### config.mk
export PLATFORM = sky130hd
export DESIGN_NAME = lif_tm_scheduler
export DESIGN_NICKNAME = d
export VERILOG_FILES = /design/src/rtl/lif_pkg.sv /design/src/rtl/lif_update.sv /design/src/rtl/lif_tm_scheduler.sv
export SDC_FILE = /design/constraint.sdc
export NUM_CORES = 1
export LEC_CHECK = 0
export CAP_MARGIN = 20
export CORE_MARGIN = 8
export CORE_UTILIZATION = 30
export DETAILED_ROUTE_END_ITERATION = 6
export HOLD_SLACK_MARGIN = 0.15
export SLEW_MARGIN = 20
export SYNTH_ARGS = -nofsm -noshare
export SYNTH_HDL_FRONTEND = slang
export SYNTH_SLANG_ARGS = --single-unit
### constraint.sdc
create_clock -name clk -period 4 [get_ports clk]
set_input_delay 0.6 -clock clk [delete_from_list [all_inputs] [get_ports clk]]
set_output_delay 0.6 -clock clk [all_outputs]
set_load 0.1 [all_outputs]
### src/rtl/lif_pkg.sv
// lif_pkg
// Shared definitions for the time-multiplexed LIF neuron scheduler.
// Holds the default neuron count and datapath width, and the state
// encoding of the step sequencer.
//   DEF_N_NEURONS : default number of neurons sharing one update datapath
//   DEF_V_WIDTH   : default width of membrane potential, current and threshold
//   lif_state_e   : sequencer states (idle, per-neuron update, result publish)

package lif_pkg;

  localparam int DEF_N_NEURONS = 8;
  localparam int DEF_V_WIDTH   = 8;

  typedef enum logic [1:0] {
    ST_IDLE   = 2'd0,
    ST_UPDATE = 2'd1,
    ST_DONE   = 2'd2
  } lif_state_e;

endpackage

### src/rtl/lif_update.sv
// lif_update
// Combinational leak / integrate / saturate / compare for one neuron.
// The scheduler owns a single instance and feeds it one neuron per cycle.
// Ports:
//   v      : stored membrane potential of the neuron being updated
//   cur    : input current for that neuron
//   thr    : firing threshold for the current step
//   v_next : potential to store back (0 when the neuron fires)
//   fire   : high when the saturated sum reaches the threshold

module lif_update
  import lif_pkg::*;
#(
  parameter int V_WIDTH = DEF_V_WIDTH
) (
  input  logic [V_WIDTH-1:0] v,
  input  logic [V_WIDTH-1:0] cur,
  input  logic [V_WIDTH-1:0] thr,
  output logic [V_WIDTH-1:0] v_next,
  output logic               fire
);

  logic [V_WIDTH:0]   sum;
  logic [V_WIDTH-1:0] sat;

  // Leak halves the old potential; one extra bit holds the carry of the
  // integration so an overflow can be clamped to full scale rather than
  // wrapping back to a small value.
  always_comb begin
    sum    = {2'b00, v[V_WIDTH-1:1]} + {1'b0, cur};
    sat    = sum[V_WIDTH] ? '1 : sum[V_WIDTH-1:0];
    fire   = (sat >= thr);
    v_next = fire ? '0 : sat;
  end

endmodule

### src/rtl/lif_tm_scheduler.sv
// lif_tm_scheduler
// Steps a bank of leaky integrate-and-fire neurons through one timestep,
// updating one neuron per clock through a shared lif_update datapath.
// A step takes N_NEURONS update cycles plus one publish cycle plus one
// return-to-idle cycle, so a new step can be accepted every N_NEURONS+2 cycles.
// Ports:
//   clk, rst_n  : clock, asynchronous active-low reset
//   step_valid  : request one timestep
//   step_ready  : high only while idle; a step starts on valid && ready
//   threshold   : firing threshold, captured when a step is accepted
//   cur_idx     : neuron whose input current is needed this cycle (0 when not updating)
//   cur_in      : input current for neuron cur_idx, used in the same cycle
//   spike_vec   : spikes of the last completed step, bit k = neuron k
//   spike_valid : one-cycle pulse when spike_vec is refreshed
//   busy        : high while a step is in progress
//   rd_idx      : debug read index
//   rd_state    : stored membrane potential of neuron rd_idx (combinational)

module lif_tm_scheduler
  import lif_pkg::*;
#(
  parameter int N_NEURONS = DEF_N_NEURONS,
  parameter int V_WIDTH   = DEF_V_WIDTH
) (
  input  logic                         clk,
  input  logic                         rst_n,
  input  logic                         step_valid,
  output logic                         step_ready,
  input  logic [V_WIDTH-1:0]           threshold,
  output logic [$clog2(N_NEURONS)-1:0] cur_idx,
  input  logic [V_WIDTH-1:0]           cur_in,
  output logic [N_NEURONS-1:0]         spike_vec,
  output logic                         spike_valid,
  output logic                         busy,
  input  logic [$clog2(N_NEURONS)-1:0] rd_idx,
  output logic [V_WIDTH-1:0]           rd_state
);

  localparam int                IDX_W    = $clog2(N_NEURONS);
  localparam logic [IDX_W-1:0]  LAST_IDX = IDX_W'(N_NEURONS - 1);

  lif_state_e           state;
  logic [IDX_W-1:0]     idx;
  logic [V_WIDTH-1:0]   thr_q;
  logic [N_NEURONS-1:0] acc;
  logic [N_NEURONS-1:0] acc_next;
  logic [V_WIDTH-1:0]   v_mem [N_NEURONS];

  logic [V_WIDTH-1:0]   v_cur;
  logic [V_WIDTH-1:0]   v_next;
  logic                 fire;

  assign v_cur    = v_mem[idx];
  assign rd_state = v_mem[rd_idx];

  // idx is forced back to 0 whenever the sequencer leaves UPDATE, so it can
  // drive the current-request index directly without extra gating.
  assign cur_idx  = idx;

  lif_update #(
    .V_WIDTH (V_WIDTH)
  ) u_update (
    .v      (v_cur),
    .cur    (cur_in),
    .thr    (thr_q),
    .v_next (v_next),
    .fire   (fire)
  );

  // Spike accumulator with the neuron being updated this cycle folded in.
  // The last neuron's spike must reach spike_vec on the same edge that
  // enters DONE, so the published vector is taken from this value.
  always_comb begin
    acc_next = acc;
    if (fire) begin
      acc_next[idx] = 1'b1;
    end
  end

  // Step sequencer. Handshake and status outputs are registered alongside
  // the state so they change exactly on state transitions. A reset in the
  // middle of a step simply lands here and discards everything, which is
  // why no partial spike result can ever be published.
  always_ff @(posedge clk or negedge rst_n) begin
    if (!rst_n) begin
      state       <= ST_IDLE;
      idx         <= '0;
      thr_q       <= '0;
      acc         <= '0;
      spike_vec   <= '0;
      spike_valid <= 1'b0;
      busy        <= 1'b0;
      step_ready  <= 1'b1;
      for (int k = 0; k < N_NEURONS; k++) begin
        v_mem[k] <= '0;
      end
    end else begin
      case (state)
        ST_IDLE: begin
          if (step_valid) begin
            state      <= ST_UPDATE;
            thr_q      <= threshold;
            idx        <= '0;
            acc        <= '0;
            step_ready <= 1'b0;
            busy       <= 1'b1;
          end
        end

        ST_UPDATE: begin
          v_mem[idx] <= v_next;
          acc        <= acc_next;
          if (idx == LAST_IDX) begin
            idx         <= '0;
            state       <= ST_DONE;
            spike_vec   <= acc_next;
            spike_valid <= 1'b1;
          end else begin
            idx <= idx + 1'b1;
          end
        end

        ST_DONE: begin
          state       <= ST_IDLE;
          spike_valid <= 1'b0;
          busy        <= 1'b0;
          step_ready  <= 1'b1;
        end

        default: begin
          state       <= ST_IDLE;
          idx         <= '0;
          spike_valid <= 1'b0;
          busy        <= 1'b0;
          step_ready  <= 1'b1;
        end
      endcase
    end
  end

endmodule
After elaboration in Yosys (flattened, before gate mapping)
Cells that the tools add are included.
{ "classes": {"bitwise_logic": 6, "magnitude_cmp": 6, "n_mux": 28, "eq_ne": 5, "n_reduce_logical": 11, "n_addsub": 2} }
{ "ops": {"columns": ["operator", "count"], "rows": [
  ["$mux W8", 9],
  ["$bwmux W64", 1],
  ["$bmux W8 S3", 2],
  ["$demux W8 S3", 1],
  ["$pmux W8 S2", 1],
  ["$reduce_and A2 Y1", 7],
  ["$add A7 B8 Y9", 1],
  ["$pmux W3 S3", 1],
  ["$ge A4 B4 Y1 const B", 2],
  ["$ge A8 B8 Y1", 1],
  ["$not A3 Y4", 2],
  ["$or A8 B8 Y8", 1],
  ["$mux W3", 2],
  ["$pmux W1 S2", 3],
  ["$lt A3 B4 Y1 const B", 1],
  ["$lt A4 B1 Y1 const B", 1],
  ["$mux W1", 4],
  ["$mux W2", 2],
  ["$ne A2 B2 Y1 const B", 2],
  ["$pmux W2 S2", 1],
  ["$add A3 B1 Y3 const B", 1],
  ["$demux W1 S3", 1],
  ["$eq A3 B3 Y1 const B", 1],
  ["$ge A3 B1 Y1 const B", 1],
  ["6 further kinds", 9]
]} }
{ "totals": {"out_inout_bits": 22, "ff_bits": 96, "inputBits": 22} }

Depth between registers and ports, before layout
Gate-level depths: netlist (run 1).
{ "depth": {"word_depth": 9, "mapped_depth": 20} }

Cells and area by module
Synthesis (run 1) repeated with hierarchy kept, for this count alone.
{ "unflattened": {"hier_cells": 428, "hier_area_um2": 5388.9} }
{ "modules_own_cells": {"columns": ["module", "area_each_um2", "instances", "cells_each"], "rows": [
  ["lif_tm_scheduler", 4745.8, 1, 337],
  ["lif_update", 643.1, 1, 91]
]} }

Worst setup path before layout (run 1)
Ideal clock, no wire load.
{ "synth_path": {"path_kind": "register to register", "start": "register idx[1] (netlist: cur_idx[1])", "end": "register v_mem[20] in the netlist's numbering", "path_slack_ns": -1.111, "arrival_ns": 5.045, "stages_incl_launch_ff": 18, "setup_ns": 0.065, "path_buffers": 3, "synth_period_minus_slack_ns": 5.111, "required_ns": 3.935, "cell_sequence": "dfrtp_1 -> buf_2 -> buf_2 -> mux2_2 -> a221oi_1 -> o21ai_0 -> fa_1 -> a21oi_1 -> o21ai_0 -> a21oi_1 -> mux2i_2 -> ha_1 -> and2_1 -> a221oi_1 -> o21ai_1 -> buf_2 -> nor2b_1 -> mux2_2"} }
{ "synth_via": {"elab_chain_len": 9, "elab_cells_between_ends": 14, "cone_classes": "add/sub: 1; order compare: 3; mux: 8; bitwise: 1; reduce/logical: 1"} }
{ "synth_lines": {"columns": ["item", "line_no", "source"], "rows": [
  ["start, declared", "lif_tm_scheduler.sv:43", "logic [IDX_W-1:0] idx;"],
  ["start signal, assigned", "lif_tm_scheduler.sv:119", "idx <= idx + 1'b1;"],
  ["$not A3 Y4 (not written as such) *", "lif_tm_scheduler.sv:53, lif_tm_scheduler.sv:111", null],
  ["$bmux W8 S3", "lif_tm_scheduler.sv:53", "assign v_cur = v_mem[idx];"],
  ["$mux W8 (not written as such) (2 in series)", "lif_tm_scheduler.sv:53", null],
  ["$add A7 B8 Y9", "lif_update.sv:30", "sum = {2'b00, v[V_WIDTH-1:1]} + {1'b0, cur};"],
  ["$mux W8", "lif_update.sv:31", "sat = sum[V_WIDTH] ? '1 : sum[V_WIDTH-1:0];"],
  ["$ge A8 B8 Y1", "lif_update.sv:32", "fire = (sat >= thr);"],
  ["$mux W8", "lif_update.sv:33", "v_next = fire ? '0 : sat;"],
  ["$bwmux W64 *", "lif_tm_scheduler.sv:111", "v_mem[idx] <= v_next;"],
  ["end signal, assigned by index", "lif_tm_scheduler.sv:111", null],
  ["end, declared", "lif_tm_scheduler.sv:47", "logic [V_WIDTH-1:0] v_mem [N_NEURONS];"]
]} }
Mark *: on every way between the ends. The rest lies on a longest branch, timed or not. The select of a mux whose other input is x is not followed.
A chain may end at the register's enable or synchronous reset.

Final worst setup path (run 1)
{ "layout_path": {"start": "register idx[1] (netlist: cur_idx[1])", "end": "register v_mem[39] in the netlist's numbering"} }
The elaborated chain is that of the path after synthesis.

==> key figures, run 1 <==
STA
  • Clock tree skew after final layout: 0.00664 ns
  • Slew at the pin closest to its max-slew limit: 0.985 ns
  • Unrepaired setup endpoints after global routing: true
  • Fin. Hold Viols: 0
  • Shortest clock period the worst path allows after layout: 4.11 ns
  • Worst-case setup margin in the final layout: -0.107 ns
  • Part of the cycle the worst path needs: 1.03
  • Max-Slew Margin vs Limit: 0.341
  • Setup violators final: 61
  • Number of pins exceeding their max-slew limit in the final report: 0
  • Max Freq: 0.243 GHz
  • Final Hold Slack: 0.379 ns

Setup path
  • Worst path required time: 4.27 ns
  • Crit path kind: reg -> reg
  • Register-to-Register Setup Slack: -0.11 ns
  • CP Data Arrival Time: 4.38 ns
  • Worst setup SP type: flip-flop
  • Critical path peak fanout: 8
  • Crit path capture type: flip-flop

Detailed routing
  • Drt first-iter violations: 299
  • Average wire per cell in the routed design: 19.0 um
  • Drt via density: 5.19
  • Pre-Repair DR Iteration Count: 4
  • Overall routed net length: 14.8 mm
  • DRC violation count after routing: 0
  • Vias: 4,059
  • Post-detailed-route count of antenna-violating nets: 0

CTS
  • Clock insertion delay at the later pin of the skew report: 0.35 ns
  • Clock tree from TritonCTS: yes
  • Clock Tree Buf Depth: 2
  • Maximum level of the CTS H-tree: 3
  • Total number of clock tree sinks: 96
  • Number of buffers created by CTS: 9
  • Cell at the root of the clock tree: sky130_fd_sc_hd__clkbuf_16
  • Clock slew seen by the registers of the worst setup and hold paths: 0.07 ns

Global routing
  • GR Util met1: 0.184
  • Maximum number of pins on one net before global-route repair: 73
  • Antenna violations before repair: 0
  • Met3 demand-to-capacity share in global routing: 0.0272
  • Busiest layer in global routing: met2
  • Vias in the first global route: 4,295
  • GR Overflow Total: 0
  • Global-route wire length before repair: 24.1 mm
  • Global router's overall resource usage: 0.141
  • GR Layer Usage met2: 0.231

Synthesis
  • Sequential share of the synthesized area: 0.462
  • Most common library cells after synthesis: sky130_fd_sc_hd__dfrtp_1 (95), sky130_fd_sc_hd__nand2_1 (57), sky130_fd_sc_hd__o21ai_0 (43), sky130_fd_sc_hd__mux2_2 (39), sky130_fd_sc_hd__nor2_1 (29)
  • Mean cell area of the mapped netlist: 11.1 um^2
  • Count of state elements after synthesis: 96
  • Post-synth top flop: sky130_fd_sc_hd__dfrtp_1
  • Post-synth top area cell: sky130_fd_sc_hd__dfrtp_1
  • Post-synth EDFFs: 0
  • Post-Synthesis Cell Area: 5210 um^2
  • Most numerous cell in the Yosys netlist: sky130_fd_sc_hd__dfrtp_1
  • Post-synthesis instance total: 469
  • Count of different cell masters after synthesis: 54
  • Post-synth top area share: 0.457
  • Warning count from the yosys run: 0
  • Top area cells in the synthesized netlist: sky130_fd_sc_hd__dfrtp_1 (46%), sky130_fd_sc_hd__mux4_2 (9.1%), sky130_fd_sc_hd__mux2_2 (8.4%)
  • Post-synthesis async set-or-reset flop share: 1.00
  • Synthesized net count: 509

Run status
  • Violations in the final reports: negative setup slack
  • Run status: finished with violations

Placed design
  • Count of input and output buffers: 43
  • Post-detail-place hpwl: 10.1 mm
  • Cell Area, Placed: 6370 um^2
  • Weighted congestion reported at the end of routability-driven placement: 0.815
  • Pre-CTS setup slack: -0.334 ns

Run
  • Number of maximum-capacitance violations: 0

Die
  • Chip width: 148 um
  • Total number of placement rows: 48
  • Initial core utilization: 0.304
  • Core ar.: 17,100 um^2
  • Die Area: 21,800 um^2
  • Die boundary height: 148 um
  • Top Ports: 44

Hold path
  • Worst hold path class: in -> async

Cells and area
  • Number of nets at the end of the flow: 592
  • Share of cells above drive strength 1: 0.417
  • N_diodes: 0
  • Area delta synth->final: 37.4%
  • Area of all placed cells without fillers: 7150 um^2
[kinds of logic (layout without fill, tap and decap cells)]
logic type | count (synthesis) | after routing | share of synthesized area
AOI/OAI and AO/OA | 127 | 127 | 0.170
muxes | 65 | 65 | 0.186
xor gates and xnor gates | 3 | 3 | 0.00505
DFF | 96 | 96 | 0.462
buffers and inverters | 46 | 134 | 0.0384
adders and majority gates | 18 | 18 | 0.0447
and+or+nand+nor | 114 | 114 | 0.0945
[flip-flops by register name, summed over array words and instances (netlist names)]
| register | cells |
|---|---|
| v_mem | 64 |
| acc | 8 |
| spike_vec | 8 |
| thr_q | 8 |
| cur_idx | 3 |
| state | 2 |
| busy | 1 |
| spike_valid | 1 |
| step_ready | 1 |
[layout make-up]
class,count,area [um^2]
fillers,1560,9960
multi-input cells,327,3070
flip-flops and latches,96,2410
repair buffers,103,993
well taps,225,282
clock buffers,9,225
clock inverters,7,118
inverters,15,56.3
[layer usage]
metal  share of wire  vias up
met3           0.051       14
met5               0        -
met4           0.013        0
li1                -     1872
met2            0.50      107
met1            0.44     2066
[placed cells by master (no fill, tap or decap), drive strengths merged, types with 2 or more instances in the layout]
master	netlist	layout
nand2b	4	4
o22ai	2	2
o21bai	3	3
clkbuf	15	9
nand2	58	58
a21o	7	7
clkdlybuf4s50	0	34
a221oi	6	6
nand3	6	6
nor2b	6	6
mux2	39	39
a31oi	11	11
inv	15	16
xor2	2	2
a211oi	3	3
o21ai	53	53
bufinv	0	3
nor3	4	4
a22o	11	11
dfrtp	95	95
clkinv	0	3
mux4	21	21
a221o	2	2
buf	16	69
nor2	29	29
and3	4	4
ha	17	17
a22oi	5	5
a21oi	15	15
mux2i	5	5
[repair_timing]
| item | 4_1_cts | 5_1_grt |
|---|---|---|
| buffers inserted | 11 | 3 |
| setup endpoints to repair | 80 | 80 |
| resized for setup | 69 | 29 |
| hold buffers | 0 | 0 |
| pin swaps | 40 | 13 |
[worst max-delay path, cell delays in order, from the launching register on]
cell and delay [ns]:
sky130_fd_sc_hd__dfrtp_4 0.50, sky130_fd_sc_hd__buf_12 0.14, sky130_fd_sc_hd__buf_6 0.11, sky130_fd_sc_hd__mux4_2 0.39, sky130_fd_sc_hd__nor2b_1 0.14, sky130_fd_sc_hd__a221o_1 0.30, sky130_fd_sc_hd__ha_4 0.20, sky130_fd_sc_hd__a211oi_4 0.27
sky130_fd_sc_hd__nor2_1 0.11, sky130_fd_sc_hd__a31oi_2 0.20, sky130_fd_sc_hd__buf_4 0.16, sky130_fd_sc_hd__nand2b_4 0.06, sky130_fd_sc_hd__ha_4 0.23, sky130_fd_sc_hd__a21o_1 0.16, sky130_fd_sc_hd__a221oi_2 0.27, sky130_fd_sc_hd__o21ai_2 0.15
sky130_fd_sc_hd__or3_4 0.48, sky130_fd_sc_hd__o21ai_2 0.15
[per-stage QoR]
| stage | utilization | setup TNS [ns] | std cells |
|---|---|---|---|
| CTS | 0.410 | -4.88 | 780 |
| detailed placement | 0.372 | -16.94 | 753 |
| global placement | 0.372 | -8.46 | 753 |
| finish | 0.418 | -1.99 | 782 |
| floorplan | - | -11.60 | 469 |
| global route | 0.418 | -12.88 | 782 |
[path summary, 6_finish.rpt]
path	startpoint	to	depth (start not counted)
worst min-delay path	rst_n	acc[7]	1
worst max-delay path	cur_idx[1]	v_mem[39]	17
max in group asynchronous	rst_n	spike_vec[6]	2
min in group clk	step_ready	step_ready	2
worst max register to register	cur_idx[1]	v_mem[39]	17
worst min register to register	step_ready	step_ready	2
Power of run 1 is not shown: default switching activity piles up to over one toggle a cycle in this logic, so the estimate is an artifact.
==> run 2: changes to the inputs <==
- PLACE_DENSITY_LB_ADDON: not set -> 0.05
==> run 2 against run 1 <==
Effect of this change:
- the flow still finishes with violations (negative setup slack)
- register-to-register slack about the same
- maximum frequency fell by 0.22%
- global-route usage is 0.75 points higher
- die area stayed put
- critical path depth did not move
- clock skew hardly changed
- utilization decreased by 0.77 points
- first-iteration DRC count down 35%
- cell area is 1.9% lower
- flip-flop and latch count did not move
==> key figures, run 2 (synthesized netlist as in run 1, its figures left out) <==
Setup path
  • Crit path kind: reg -> reg (unchanged)
  • Critical path peak fanout: 8 (unchanged)
  • Worst path required time: 4.23 ns (was 4.27 ns)
  • Crit path capture type: flip-flop (unchanged)
  • CP Data Arrival Time: 4.34 ns (was 4.38 ns)
  • Critical path buffers and inverters: 3 (unchanged)
  • Cell Chain, Critical Path: buf_12 -> mux4_2 -> nor2b_4 -> a221o_1 -> ha_4 -> nand2_4 -> o31ai_4 -> o2111a_1 -> nor2_1 -> ha_1 -> and2_4 -> o2111ai_4 -> o21ai_4 -> buf_6 -> a21oi_4 -> buf_12 -> mux2_4 (was buf_12 -> buf_6 -> mux4_2 -> nor2b_1 -> a221o_1 -> ha_4 -> a211oi_4 -> nor2_1 -> a31oi_2 -> buf_4 -> nand2b_4 -> ha_4 -> a21o_1 -> a221oi_2 -> o21ai_2 -> or3_4 -> o21ai_2)
  • Cell family with the largest share of critical-path delay: compound AO/OA/AOI/OAI gates (unchanged)
  • CP dominant cell by count: sky130_fd_sc_hd__buf_12
  • Worst setup SP type: flip-flop (unchanged)
  • Worst stage delay on the critical path: 0.51 ns (was 0.50 ns)
  • Crit-path slowest cell: sky130_fd_sc_hd__mux4_2 (was sky130_fd_sc_hd__dfrtp_4)

Die
  • Initial core utilization: 0.304 (unchanged)
  • Core ar.: 17,100 um^2 (unchanged)
  • Total number of placement rows: 48 (unchanged)
  • Chip width: 148 um (unchanged)
  • Top Ports: 44 (unchanged)
  • Die boundary height: 148 um (unchanged)
  • Die Area: 21,800 um^2 (unchanged)

Detailed routing
  • Overall routed net length: 15.7 mm (was 14.8 mm)
  • Pre-Repair DR Iteration Count: 4 (unchanged)
  • Wire length the detailed router placed on met1: 7.37 mm (was 6.51 mm)
  • Met3 wire length: 630 um (was 762 um)
  • Average wire per cell in the routed design: 20.0 um (was 19.0 um)
  • Met2 WL: 7.48 mm (was 7.37 mm)
  • Post-detailed-route count of antenna-violating nets: 0 (unchanged)
  • Vias: 3,995 (was 4,059)
  • Drt via density: 5.09 (was 5.19)
  • DRC violation count after routing: 0 (unchanged)
  • Uppermost layer routed: met4 (unchanged)
  • Drt first-iter violations: 194 (was 299)

Cells and area
  • Max FFs per register: 64 (unchanged)
  • Share of cells above drive strength 1: 0.375 (was 0.417)
  • Number of nets at the end of the flow: 595 (was 592)
  • Area of all placed cells without fillers: 7020 um^2 (was 7150 um^2)
  • Leading cell type in the layout, fill and taps excluded: sky130_fd_sc_hd__dfrtp_1 (unchanged)
  • N_diodes: 0 (unchanged)
  • Share of the core filled with cells: 0.410 (was 0.418)
  • Top library cells by usage in the layout, fill and taps aside: sky130_fd_sc_hd__dfrtp_1 (92), sky130_fd_sc_hd__buf_4 (58), sky130_fd_sc_hd__nand2_1 (56) (was sky130_fd_sc_hd__dfrtp_1 (92), sky130_fd_sc_hd__nand2_1 (57), sky130_fd_sc_hd__buf_4 (55))
  • Largest register by flop count: v_mem (unchanged)
  • Area delta synth->final: 34.9% (was 37.4%)

CTS
  • Clock tree from TritonCTS: yes (unchanged)
  • Number of buffers created by CTS: 9 (unchanged)
  • Hold buffer count at cts: 0 (unchanged)
  • Clock insertion delay at the later pin of the skew report: 0.35 ns (about the same)
  • Total number of clock tree sinks: 96 (unchanged)
  • Cell at the root of the clock tree: sky130_fd_sc_hd__clkbuf_16 (unchanged)
  • Maximum level of the CTS H-tree: 3 (unchanged)
  • Clock slew seen by the registers of the worst setup and hold paths: 0.07 ns (about the same)
  • Clock Tree Buf Depth: 2 (unchanged)

STA
  • Part of the cycle the worst path needs: 1.03 (about the same)
  • Unrepaired setup endpoints after global routing: true (unchanged)
  • Fin. Hold Viols: 0 (unchanged)
  • Worst-case setup margin in the final layout: -0.116 ns (was -0.107 ns)
  • Slew at the pin closest to its max-slew limit: 1.00 ns (was 0.985 ns)
  • Number of pins exceeding their max-slew limit in the final report: 0 (unchanged)
  • Setup violators final: 57 (was 61)
  • Max Freq: 0.243 GHz (about the same)
  • Max-Slew Margin vs Limit: 0.328 (was 0.341)
  • Shortest clock period the worst path allows after layout: 4.12 ns (was 4.11 ns)
  • Clock tree skew after final layout: 0.00633 ns (was 0.00664 ns)
  • Sum Neg Setup Slack: -4.52 ns (was -1.99 ns)

Placed design
  • Post-detail-place hpwl: 11.1 mm (was 10.1 mm)
  • Cell Area, Placed: 6410 um^2 (was 6370 um^2)
  • Count of input and output buffers: 43 (unchanged)
  • Weighted congestion reported at the end of routability-driven placement: 0.788 (was 0.815)

Global routing
  • GR Overflow Total: 0 (unchanged)
  • Global-route wire length before repair: 24.7 mm (was 24.1 mm)
  • Maximum number of pins on one net before global-route repair: 73 (unchanged)
  • Vias in the first global route: 4,126 (was 4,295)
  • Antenna violations before repair: 0 (unchanged)
  • Global router's overall resource usage: 0.148 (was 0.141)

Run status
  • Violations in the final reports: negative setup slack (unchanged)
  • Run status: finished with violations (unchanged)

Hold path
  • Worst hold path class: in -> async (unchanged)

Run
  • Number of maximum-capacitance violations: 0 (unchanged)
==> run 2: changes by cell type in the layout (fill, tap and decap cells not counted), sizes merged <==
cell	previous run	this run
clkinv	3	2
clkinvlp	0	1
bufinv	3	0
inv	16	15
buf	69	72
clkbuf	9	13
==> run 2: final timing paths <==
kind / startpoint / end / slack, ns / cells after the start
worst min register to register: spike_vec[0] / spike_vec[0] / 0.48 / 2
min in group clk: spike_vec[0] / spike_vec[0] / 0.48 / 2
worst min-delay path: rst_n / spike_vec[2] / 0.40 / 1
worst max register to register: cur_idx[1] / v_mem[26] / -0.12 / 17
max in group asynchronous: rst_n / v_mem[24] / 2.71 / 2
worst max-delay path: cur_idx[1] / v_mem[26] / -0.12 / 17
==> run 2: what timing repair did <==
item,4_1_cts,5_1_grt
gates resized for setup,24,38
pin swaps,13,14
setup endpoints to repair,80,80
buffers inserted,8,4
==> run 2: final cells by class <==
| cell class | count | area (um^2) |
|---|---|---|
| clock buffer | 13 | 240 |
| clock inverter | 3 | 21.3 |
| fill | 1635 | 10100 |
| inverter | 15 | 56.3 |
| multi-input combinational | 327 | 2980 |
| sequential | 96 | 2410 |
| tap | 225 | 282 |
| timing repair buffer | 106 | 1020 |
==> run 2: per-layer routing <==
metal	vias to the layer above	global-route usage
li1	1895	-
met1	2007	0.196
met2	75	0.241
met3	18	0.0266
met4	0	0.0500
met5	-	0
==> run 2: through the flow <==
step / hold slack, ns / instances / setup WS [ns]
after floorplan: 0.304 / 469 / -0.238
after global placement: 0.458 / 759 / -0.389
after detailed placement: 0.471 / 759 / -0.505
after CTS: 0.446 / 783 / -0.146
after global routing: 0.485 / 785 / -0.288
final: 0.401 / 785 / -0.116
Power of run 2 is left out for the same reason.
==> run 3: changes to the inputs <==
- REMOVE_ABC_BUFFERS: not set -> 1
==> run 3 against run 2 <==
Effect of this change:
- the run still ends with negative setup slack left
- sequential share of layout area is 1.8 points lower
- first-iteration DRC count increased by 6.7%
- non-clock buffer count rose by 28
- utilization rose by 2.1 points
- via count grew 3.4%
- register-to-register slack improved by 0.02 ns
- maximum frequency up 0.60%
- largest cell class unchanged
- highest routed layer unchanged
==> key figures, run 3 (synthesized netlist as in run 1, its figures left out) <==
Die
  • Die boundary height: 148 um (unchanged)
  • Top Ports: 44 (unchanged)
  • Chip width: 148 um (unchanged)
  • Total number of placement rows: 48 (unchanged)
  • Die Area: 21,800 um^2 (unchanged)
  • Core ar.: 17,100 um^2 (unchanged)
  • Initial core utilization: 0.304 (unchanged)

Setup path
  • CP dominant cell by count: sky130_fd_sc_hd__buf_4 (was sky130_fd_sc_hd__buf_12)
  • Crit path kind: reg -> reg (unchanged)
  • Critical path peak fanout: 8 (unchanged)
  • Reg-to-reg startpoint: cur_idx[0] (was cur_idx[1])
  • CP Data Arrival Time: 4.36 ns (was 4.34 ns)
  • Cell Chain, Critical Path: buf_4 -> buf_4 -> nand3_1 -> o21ai_0 -> a221o_1 -> ha_4 -> buf_12 -> a21oi_4 -> nand2_1 -> a31oi_4 -> buf_4 -> nand2b_4 -> ha_4 -> a21o_1 -> a221oi_4 -> o21ai_4 -> or3_4 -> o21ai_2 (was buf_12 -> mux4_2 -> nor2b_4 -> a221o_1 -> ha_4 -> nand2_4 -> o31ai_4 -> o2111a_1 -> nor2_1 -> ha_1 -> and2_4 -> o2111ai_4 -> o21ai_4 -> buf_6 -> a21oi_4 -> buf_12 -> mux2_4)
  • Crit-path slowest cell: sky130_fd_sc_hd__dfrtp_2 (was sky130_fd_sc_hd__mux4_2)
  • Worst setup SP type: flip-flop (unchanged)
  • Crit path capture type: flip-flop (unchanged)
  • R2R depth: 18 (was 17)
  • Worst stage delay on the critical path: 0.46 ns (was 0.51 ns)
  • Register-to-Register Setup Slack: -0.09 ns (was -0.12 ns)
  • Reg-to-reg critical path endpoint: v_mem[39] (was v_mem[26])
  • Worst path required time: 4.27 ns (was 4.23 ns)
  • Worst setup path startpoint: cur_idx[0] (was cur_idx[1])

Detailed routing
  • Drt first-iter violations: 207 (was 194)
  • Vias: 4,132 (was 3,995)
  • Post-detailed-route count of antenna-violating nets: 0 (unchanged)
  • Pre-Repair DR Iteration Count: 4 (unchanged)
  • Average wire per cell in the routed design: 19.8 um (was 20.0 um)
  • Overall routed net length: 16.1 mm (was 15.7 mm)
  • Drt via density: 5.08 (was 5.09)
  • DRC violation count after routing: 0 (unchanged)

Placed design
  • Post-detail-place hpwl: 11.2 mm (was 11.1 mm)
  • Weighted congestion reported at the end of routability-driven placement: 0.799 (was 0.788)
  • Cell Area, Placed: 6370 um^2 (was 6410 um^2)
  • Count of input and output buffers: 43 (unchanged)

Hold path
  • Worst hold path class: in -> async (unchanged)

Cells and area
  • N_diodes: 0 (unchanged)
  • Count of fill cells added during filler insertion: 1,634 (was 1,635)
  • Max FFs per register: 64 (unchanged)
  • Share of cells above drive strength 1: 0.437 (was 0.375)
  • Largest register by flop count: v_mem (unchanged)
  • Number of nets at the end of the flow: 623 (was 595)
  • Top library cells by usage in the layout, fill and taps aside: sky130_fd_sc_hd__dfrtp_1 (92), sky130_fd_sc_hd__buf_4 (82), sky130_fd_sc_hd__nand2_1 (57) (was sky130_fd_sc_hd__dfrtp_1 (92), sky130_fd_sc_hd__buf_4 (58), sky130_fd_sc_hd__nand2_1 (56))
  • Area delta synth->final: 41.8% (was 34.9%)
  • Leading cell type in the layout, fill and taps excluded: sky130_fd_sc_hd__dfrtp_1 (unchanged)
  • Area of all placed cells without fillers: 7380 um^2 (was 7020 um^2)

CTS
  • Maximum level of the CTS H-tree: 3 (unchanged)
  • Clock tree from TritonCTS: yes (unchanged)
  • Hold buffer count at cts: 0 (unchanged)
  • Number of buffers created by CTS: 9 (unchanged)
  • Clock slew seen by the registers of the worst setup and hold paths: 0.07 ns (about the same)
  • Total number of clock tree sinks: 96 (unchanged)
  • Cell at the root of the clock tree: sky130_fd_sc_hd__clkbuf_16 (unchanged)
  • Clock Tree Buf Depth: 2 (unchanged)
  • Clock insertion delay at the later pin of the skew report: 0.35 ns (about the same)

STA
  • Fin. Hold Viols: 0 (unchanged)
  • Max-Slew Margin vs Limit: 0.349 (was 0.328)
  • Part of the cycle the worst path needs: 1.02 (was 1.03)
  • Max Freq: 0.244 GHz (was 0.243 GHz)
  • Clock tree skew after final layout: 0.00877 ns (was 0.00633 ns)
  • Slew at the pin closest to its max-slew limit: 0.973 ns (was 1.00 ns)
  • Setup violators final: 64 (was 57)
  • Unrepaired setup endpoints after global routing: true (unchanged)
  • Shortest clock period the worst path allows after layout: 4.09 ns (was 4.12 ns)
  • Worst-case setup margin in the final layout: -0.0917 ns (was -0.116 ns)
  • Number of pins exceeding their max-slew limit in the final report: 0 (unchanged)

Global routing
  • Antenna violations before repair: 0 (unchanged)
  • Vias in the first global route: 4,233 (was 4,126)
  • Global-route wire length before repair: 25.5 mm (was 24.7 mm)
  • Global router's overall resource usage: 0.152 (was 0.148)
  • GR Overflow Total: 0 (unchanged)
  • Maximum number of pins on one net before global-route repair: 76 (was 73)

Run status
  • Violations in the final reports: negative setup slack (unchanged)
  • Run status: finished with violations (unchanged)

Run
  • Number of maximum-capacitance violations: 0 (unchanged)
run 3: cell count changes in the layout (fill, tap and decap cells not counted), moves of 7 or more:
cell	previous run	this run
sky130_fd_sc_hd__a21oi_1	2	10
sky130_fd_sc_hd__a21oi_2	11	2
sky130_fd_sc_hd__buf_4	58	82
sky130_fd_sc_hd__o21ai_0	15	26
sky130_fd_sc_hd__o21ai_1	26	8
sky130_fd_sc_hd__o21ai_2	11	18
run 3: worst max-delay path by stage:
stage and endpoint:
6_report v_mem[39], 5_1_grt v_mem[7], 4_1_cts v_mem[13], 3_5_place_dp v_mem[18]
3_3_place_gp v_mem[4], 2_1_floorplan v_mem[18]
run 3: layer usage:
metal	up-vias	wire, um	track usage
li1	1949	-	-
met1	2111	7310	0.202
met2	64	8120	0.249
met3	8	524	0.0278
met4	0	136	0.0428
met5	-	0	0
run 3: stage by stage:
step | setup WS, ns | instances | setup TNS [ns] | hold slack, ns | utilization
2_1_floorplan | -1.81 | 438 | -132.45 | 0.304 | -
3_3_place_gp | -0.522 | 774 | -27.56 | 0.462 | 0.372
3_5_place_dp | -0.662 | 774 | -34.09 | 0.471 | 0.372
4_1_cts | -0.0969 | 803 | -3.98 | 0.458 | 0.413
5_1_grt | -0.286 | 813 | -18.56 | 0.341 | 0.431
6_report | -0.0917 | 813 | -3.45 | 0.272 | 0.431
run 3: critical path: cells and delay by family, from the launching register on:
kind / cells / cell delay [ns]
compound gates: 8 / 1.71
simple gates: 4 / 0.70
buf+inv: 4 / 0.65
fa+ha+maj: 2 / 0.50
flops: 1 / 0.46
run 3: final cells by class:
cell class | count | area (um^2) | share of cell area
tap | 225 | 282 | 0.0381
clock buffer | 13 | 270 | 0.0366
inverter | 15 | 56.3 | 0.00763
multi-input combinational | 327 | 3090 | 0.418
clock inverter | 3 | 25.0 | 0.00339
timing repair buffer | 134 | 1250 | 0.170
sequential | 96 | 2410 | 0.326
run 3: timing repair:
action                     CTS  global route
gates resized for setup     72            48
setup endpoints to repair   80            80
buffers inserted            14            11
pin swaps                   23            26
Power of run 3 is left out for the same reason.
